### src/rtl/hams_pkg.sv
// Shared types and constants for the hams merge-sort blocks.
//   pair            : sorter element; .info is the sort key, .data is payload
//   NUM_ELEMENTS    : total sorter capacity (all columns together)
//   MS_NUM_COLS     : number of sorter input columns
//   ms_ctrl_state_e : merge controller states
//   count_ones      : population count of a column bit-vector
package hams_pkg;

  localparam int NUM_ELEMENTS = 1024;
  localparam int KEY_W        = 16;
  localparam int VAL_W        = 16;
  localparam int MS_NUM_COLS  = 4;

  typedef struct packed {
    logic [KEY_W-1:0] info;
    logic [VAL_W-1:0] data;
  } pair;

  typedef enum logic [1:0] {
    IDLE  = 2'd0,
    LOAD  = 2'd1,
    MERGE = 2'd2,
    DONE  = 2'd3
  } ms_ctrl_state_e;

  function automatic logic [2:0] count_ones(input logic [MS_NUM_COLS-1:0] v);
    logic [2:0] n;
    n = '0;
    for (int i = 0; i < MS_NUM_COLS; i++) begin
      n = n + 3'(v[i]);
    end
    return n;
  endfunction

endpackage

### src/rtl/hams_col_order_chk.sv
// Per-column ordering monitor. Remembers the last accepted key of one column
// and flags any accepted key that is not strictly greater than it.
//   clk, rst_n : clock, asynchronous active-low reset
//   clr        : forget history (start of a new job)
//   acc        : an element of this column is accepted this cycle
//   key        : key of that element
//   violation  : combinational; acc with key <= previous key of this column
module hams_col_order_chk
  import hams_pkg::*;
(
  input  logic             clk,
  input  logic             rst_n,
  input  logic             clr,
  input  logic             acc,
  input  logic [KEY_W-1:0] key,
  output logic             violation
);

  logic             seen_reg;
  logic [KEY_W-1:0] prev_key_reg;

  always_ff @(posedge clk or negedge rst_n) begin
    if (!rst_n) begin
      seen_reg     <= 1'b0;
      prev_key_reg <= '0;
    end else if (clr) begin
      seen_reg     <= 1'b0;
      prev_key_reg <= '0;
    end else if (acc) begin
      seen_reg     <= 1'b1;
      prev_key_reg <= key;
    end
  end

  // Equal keys count as a violation: the sorter comparator cannot break a tie.
  assign violation = acc & seen_reg & (key <= prev_key_reg);

endmodule

### src/rtl/hams_merge_sort_ctrl.sv
// Job sequencer for hams_4to1_merge_sort.
// Loads up to four pre-sorted columns into the sorter, keeps the merge disabled
// until every active column has delivered its last element, then drains the
// merged stream to a valid/ready consumer.
//   start/col_mask                 : job request (sampled in IDLE)
//   in_vld/in_data/in_last/in_rdy  : per-column load stream, common ready
//   out_vld/out_data/out_last/out_rdy : merged output stream
//   ms_*                           : sorter interface (show-ahead read side)
//   busy/done/err_order/err_stall/elem_cnt : status
module hams_merge_sort_ctrl
  import hams_pkg::*;
#(
  parameter int FIFO_DEPTH   = NUM_ELEMENTS,
  parameter int STALL_CYCLES = 64,
  parameter int CNT_W        = $clog2(FIFO_DEPTH) + 1
) (
  input  logic                         clk,
  input  logic                         rst_n,
  input  logic                         start,
  input  logic [MS_NUM_COLS-1:0]       col_mask,
  input  logic [MS_NUM_COLS-1:0]       in_vld,
  input  pair  [MS_NUM_COLS-1:0]       in_data,
  input  logic [MS_NUM_COLS-1:0]       in_last,
  output logic                         in_rdy,
  output logic                         out_vld,
  output pair                          out_data,
  output logic                         out_last,
  input  logic                         out_rdy,
  output logic [MS_NUM_COLS-1:0]       ms_col_ena,
  output logic [MS_NUM_COLS-1:0]       ms_col_vld,
  output pair  [MS_NUM_COLS-1:0]       ms_col_data,
  output logic                         ms_fifo_pop,
  input  logic                         ms_fifo_full,
  input  logic                         ms_fifo_empty,
  input  pair                          ms_sort_data,
  output logic                         busy,
  output logic                         done,
  output logic                         err_order,
  output logic                         err_stall,
  output logic [CNT_W-1:0]             elem_cnt
);

  localparam int              STALL_W = $clog2(STALL_CYCLES + 1);
  localparam logic [CNT_W-1:0] CNT_MAX = '1;

  ms_ctrl_state_e         state_reg, state_next;
  logic [MS_NUM_COLS-1:0] act_reg, act_next;
  logic [MS_NUM_COLS-1:0] pend_last_reg, pend_last_next;
  logic [CNT_W-1:0]       push_cnt_reg, push_cnt_next;
  logic [CNT_W-1:0]       pop_cnt_reg, pop_cnt_next;
  logic [STALL_W-1:0]     stall_cnt_reg, stall_cnt_next;
  logic                   err_order_reg, err_order_next;
  logic                   err_stall_reg, err_stall_next;

  logic [MS_NUM_COLS-1:0] col_acc;
  logic [MS_NUM_COLS-1:0] col_viol;
  logic                   job_clr;
  logic [CNT_W:0]         push_sum;

  assign in_rdy      = (state_reg == LOAD) & ~ms_fifo_full;
  assign col_acc     = in_vld & act_reg & {MS_NUM_COLS{in_rdy}};
  assign job_clr     = (state_reg == IDLE) & start;
  assign out_vld     = (state_reg == MERGE) & ~ms_fifo_empty;
  assign out_data    = out_vld ? ms_sort_data : '0;
  assign ms_fifo_pop = out_vld & out_rdy;
  // push_cnt is at least 1 in MERGE: every active column sent a last element.
  assign out_last    = out_vld & (pop_cnt_reg == push_cnt_reg - CNT_W'(1));
  assign push_sum    = {1'b0, push_cnt_reg} + (CNT_W + 1)'(count_ones(col_acc));

  assign busy      = (state_reg != IDLE);
  assign err_order = err_order_reg;
  assign err_stall = err_stall_reg;
  assign elem_cnt  = push_cnt_reg;

  for (genvar gi = 0; gi < MS_NUM_COLS; gi++) begin : g_col
    assign ms_col_vld[gi]  = col_acc[gi];
    assign ms_col_data[gi] = (state_reg == LOAD) ? in_data[gi] : '0;

    hams_col_order_chk u_order_chk (
      .clk       (clk),
      .rst_n     (rst_n),
      .clr       (job_clr),
      .acc       (col_acc[gi]),
      .key       (in_data[gi].info),
      .violation (col_viol[gi])
    );
  end

  always_ff @(posedge clk or negedge rst_n) begin
    if (!rst_n) begin
      state_reg     <= IDLE;
      act_reg       <= '0;
      pend_last_reg <= '0;
      push_cnt_reg  <= '0;
      pop_cnt_reg   <= '0;
      stall_cnt_reg <= '0;
      err_order_reg <= 1'b0;
      err_stall_reg <= 1'b0;
    end else begin
      state_reg     <= state_next;
      act_reg       <= act_next;
      pend_last_reg <= pend_last_next;
      push_cnt_reg  <= push_cnt_next;
      pop_cnt_reg   <= pop_cnt_next;
      stall_cnt_reg <= stall_cnt_next;
      err_order_reg <= err_order_next;
      err_stall_reg <= err_stall_next;
    end
  end

  always_comb begin
    state_next     = state_reg;
    act_next       = act_reg;
    pend_last_next = pend_last_reg;
    push_cnt_next  = push_cnt_reg;
    pop_cnt_next   = pop_cnt_reg;
    stall_cnt_next = stall_cnt_reg;
    err_order_next = err_order_reg;
    err_stall_next = err_stall_reg;
    ms_col_ena     = '0;
    done           = 1'b0;

    case (state_reg)
      IDLE: begin
        if (start) begin
          act_next       = col_mask;
          pend_last_next = col_mask;
          push_cnt_next  = '0;
          pop_cnt_next   = '0;
          stall_cnt_next = '0;
          state_next     = (col_mask == '0) ? DONE : LOAD;
        end
      end
      LOAD: begin
        push_cnt_next  = (push_sum > {1'b0, CNT_MAX}) ? CNT_MAX : push_sum[CNT_W-1:0];
        pend_last_next = pend_last_reg & ~(col_acc & in_last);
        if (col_viol != '0) err_order_next = 1'b1;
        // Merge only once no active column can still deliver a smaller head.
        if (pend_last_next == '0) state_next = MERGE;
      end
      MERGE: begin
        ms_col_ena = act_reg;
        if (ms_fifo_pop) begin
          if (pop_cnt_reg != CNT_MAX) pop_cnt_next = pop_cnt_reg + CNT_W'(1);
          stall_cnt_next = '0;
          if (out_last) state_next = DONE;
        end else if (out_vld) begin
          // Consumer backpressure: the sorter is making progress.
          stall_cnt_next = '0;
        end else begin
          stall_cnt_next = stall_cnt_reg + STALL_W'(1);
          if (stall_cnt_reg >= STALL_W'(STALL_CYCLES - 1)) begin
            err_stall_next = 1'b1;
            state_next     = DONE;
          end
        end
      end
      DONE: begin
        done       = 1'b1;
        state_next = IDLE;
      end
      default: state_next = IDLE;
    endcase
  end

endmodule

### config.mk
export PLATFORM = sky130hd
export DESIGN_NAME = hams_merge_sort_ctrl
export DESIGN_NICKNAME = d
export VERILOG_FILES = /design/src/rtl/hams_pkg.sv /design/src/rtl/hams_col_order_chk.sv /design/src/rtl/hams_merge_sort_ctrl.sv
export SDC_FILE = /design/constraint.sdc
export NUM_CORES = 1
export LEC_CHECK = 0
export BUFFER_PORTS_ARGS = -buffer_cell sky130_fd_sc_hd__buf_2
export CORE_UTILIZATION = 42
export DETAILED_ROUTE_END_ITERATION = 8
export GPL_TIMING_DRIVEN = 0
export PLACE_DENSITY = 0.75
export SETUP_SLACK_MARGIN = 0.15
export SKIP_CTS_REPAIR_TIMING = 1
export SYNTH_ARGS = -nofsm -noshare
export SYNTH_HDL_FRONTEND = slang
export SYNTH_SLANG_ARGS = --single-unit
### constraint.sdc
create_clock -name clk -period 4 [get_ports clk]
set_clock_uncertainty 0.15 [all_clocks]
set_input_delay 0.4 -clock clk [delete_from_list [all_inputs] [get_ports clk]]
set_output_delay 0.4 -clock clk [all_outputs]
set_load 0.02 [all_outputs]
==> impl_metrics.toml <==
[logic_synthesis]
synth_edf_count = 0
synth_top_family_by_area = "simple AND/OR/NAND/NOR gates"
ys_seq_area_share_pct = 33.3
syn_inst = 1029
synth_compound_area_share_pct = 16.1
syn-cell-area_mm2 = 0.00819
ys.flop_type = "dfrtp_1"
synthXorXnorAreaFrac_pct = 2.25
synthSimpleGateAreaFrac_pct = 29.3
ys_ff_latch = 109
synth.area.mux_share_pct = 0.382
syn_area_per_cell_um2 = 7.95
synth.distinct_cells = 75
synthArstFlopShare_pct = 100
synth.net_count = 1282
synthAdderAreaFrac_pct = 11.6
yosysWarningCount = 0

[layout]
fin_util_pct = 56.9
seqCellArea_mm2 = 0.00273
nNetsFinal = 1659
drive_above_1_share_pct = 30.1
fillers = 1797
largest_reg_flops = 64
multi_input_area_mm2 = 0.00492
area_delta_synth_final_pct = 31.4

[timing]
setup_viol_count_final = 0
max-slew-margin-rel_pct = 35.7
fin_setup_tns_ps = 0
period_minus_slack_ps = 3680
hold_viol_final = 0
post-route-period-util_pct = 92.1
drv_slew = 0
rsz0062_at_grt = "no"
fmax_mhz = 271
whs_ps = 108
worst_pin_slew_ps = 952
fin_ws_ps = 316

[clock_network]
htreeDepth = 3
clock_path_buffers = 2
clkLatencyLatePin_ps = 360
clock-root-buffer = "clkbuf_16"
cts_sinks = 109
cts_tree = "built"
clkSlewWorstSetupHoldPaths_ps = 80
cts_buffers = 9

[critical_path]
required_ps = 4120
r2r_start = "state_reg[0]"
r2r_end = "elem_cnt[1]"
critPathArrivalTime_ps = 3810
r2r_slack_ps = 320
critPathMaxFanout = 11
endpoint_kind = "register"
worstSetupStartpointType = "register"
ff2ff_path_depth = 19
worstSetupPathType = "register to register"

[power]
power.share.clock_pct = 16.1
ir_worst_vdd_mv = 0.240
powerDensity_mw_per_mm2 = 522
pwr-share-seq_pct = 26.9
p_comb_share_pct = 57.0
p_int_w = 0.00299
power.switching_w = 0.00262
p_leak_nw = 5.53
swShare_pct = 46.7

[placed_design]
io_buffers = 363
dp_slack_ps = -935
dp_hpwl_um = 20700
gp_congestion = 0.899

[detailed_routing]
vias = 8356
drtIter0Drc = 326
drtPass1Iterations = 4
avgViaCountPerCell = 4.99
drc = 0
wl_um = 26000
drtAntennaViolNets = 0
routedWlPerCell_um = 15.5

[floorplanning]
dieArea_mm2 = 0.0201
io_pins = 365
die_height_um = 142
die_w_um = 142
start_util_pct = 43.3
num_rows = 50
core-area_mm2 = 0.0189

[run]
drv_cap = 0

[grt]
grt_overflow = 0
grt.total_usage_pct = 25.9
grt_max_degree = 61
grt_pass1_wl_um = 40300
grt_pass1_vias = 7932
antenna_found_initial = 6

[worst_hold_path]
min_from = "col_mask[3]"
hold_class = "input pin to register"
hold_path_depth = 3
hold_end = "act_reg[3]"

[run_status]
outcome = "finished clean"
-- final cells by class --
type	count	area share [%]
Inverter	83	2.92
Multi-Input combinational cell	780	45.8
Sequential cell	109	25.4
Buffer	57	2.72
Antenna cell	4	0.0930
Clock buffer	11	2.35
Timing Repair Buffer	366	17.4
Clock inverter	5	0.407
Tap cell	260	3.02
-- metrics by stage --
step / cell area (um^2) / total power (W) / instances
after floorplan: 8190 / 0.00365 / 1029
after global placement: 10300 / 0.00464 / 1652
after detailed placement: 10400 / 0.00472 / 1653
after CTS: 10700 / 0.00564 / 1669
after global routing: 10800 / 0.00607 / 1674
final: 10800 / 0.00561 / 1675
-- cell usage in the layout, fill, tap and decap left out, types with 3 or more instances in the layout --
cell type	Yosys	layout
a211oi_1	6	6
a21o_1	20	20
a21oi_1	110	110
a22o_1	6	6
a22oi_1	4	4
a31oi_1	4	4
and2_1	163	163
and3_1	4	4
buf_1	4	4
buf_2	5	366
buf_4	5	7
buf_6	2	5
clkbuf_1	40	37
clkbuf_16	0	9
clkbuf_8	1	3
dfrtp_1	109	109
diode_2	0	4
ha_1	73	73
inv_1	78	77
inv_2	3	4
nand2_1	173	173
nand3_1	15	15
nand4_1	18	18
nor2_1	41	40
nor2b_1	16	15
nor3_1	9	9
nor4_1	3	3
o211ai_1	5	5
o21ai_0	30	30
o31ai_1	3	3
or4_1	4	4
xnor2_1	7	7
xor2_1	14	14
-- kinds of logic (layout without fill, tap and decap cells) --
family,after synthesis,count (layout)
other cells,0,4
buf+inv,140,522
simple gates,464,464
flops,109,109
mux,3,3
compound gates,217,217
fa+ha+maj,75,75
xor+xnor,21,21
-- worst max-delay path by stage --
stage | from | end | slack [ps] | depth (start not counted)
floorplan | state_reg[1] | elem_cnt[3] | 160 | 20
global placement | state_reg[1] | elem_cnt[3] | -880 | 20
detailed placement | state_reg[1] | elem_cnt[5] | -930 | 20
CTS | state_reg[1] | elem_cnt[5] | -970 | 20
global route | state_reg[1] | elem_cnt[1] | 90 | 20
finish | state_reg[0] | elem_cnt[1] | 320 | 19
-- worst max-delay path, stage by stage (launching register included) --
cell       delay, ps
dfrtp_1          440
ha_1             230
buf_6            150
nand2b_4          80
inv_4             70
nand3_4          130
inv_2             60
buf_6            140
buf_8            150
ha_1             190
o21bai_4         200
ha_1             300
nor2b_2          160
o2111ai_2        180
nor2_2           190
nand2_1          120
or2_1            250
buf_4            160
nor2b_1          130
o22ai_1          110
-- power by group through the flow --
stage	combinational, W	clock, W	sequential (W)
global route	0.00356	0.000965	0.00154
CTS	0.00320	0.000934	0.00151
detailed placement	0.00319	0	0.00153
finish	0.00320	0.000902	0.00151
floorplan	0.00214	0	0.00150
global placement	0.00312	0	0.00152
-- Yosys cell counts (3+ instances only) --
| library cell | n | area, um^2 |
|---|---|---|
| a211oi_1 | 6 | 45.0 |
| a21o_1 | 20 | 150 |
| a21oi_1 | 110 | 551 |
| a22o_1 | 6 | 52.6 |
| a22oi_1 | 4 | 30.0 |
| a31oi_1 | 4 | 25.0 |
| and2_1 | 163 | 1020 |
| and3_1 | 4 | 25.0 |
| buf_1 | 4 | 15.0 |
| buf_2 | 5 | 25.0 |
| buf_4 | 5 | 37.5 |
| clkbuf_1 | 40 | 150 |
| dfrtp_1 | 109 | 2730 |
| ha_1 | 73 | 913 |
| inv_1 | 78 | 293 |
| inv_2 | 3 | 11.3 |
| nand2_1 | 173 | 649 |
| nand3_1 | 15 | 75.1 |
| nand3_2 | 3 | 30.0 |
| nand4_1 | 18 | 113 |
| nor2_1 | 41 | 154 |
| nor2b_1 | 16 | 100 |
| nor3_1 | 9 | 45.0 |
| nor4_1 | 3 | 18.8 |
| o211ai_1 | 5 | 37.5 |
| o21ai_0 | 30 | 150 |
| o31ai_1 | 3 | 22.5 |
| or4_1 | 4 | 30.0 |
| xnor2_1 | 7 | 61.3 |
| xor2_1 | 14 | 123 |
-- metal layers --
metal  vias up  share of wire, %  track usage, %
met5         -             0.089               0
met4         4               3.5            10.8
met3        38               6.3            5.37
met2       269                52            47.1
met1      3859                38            29.4
li1       4186                 -               -
Note: power is estimated with default switching activity, not from simulation.
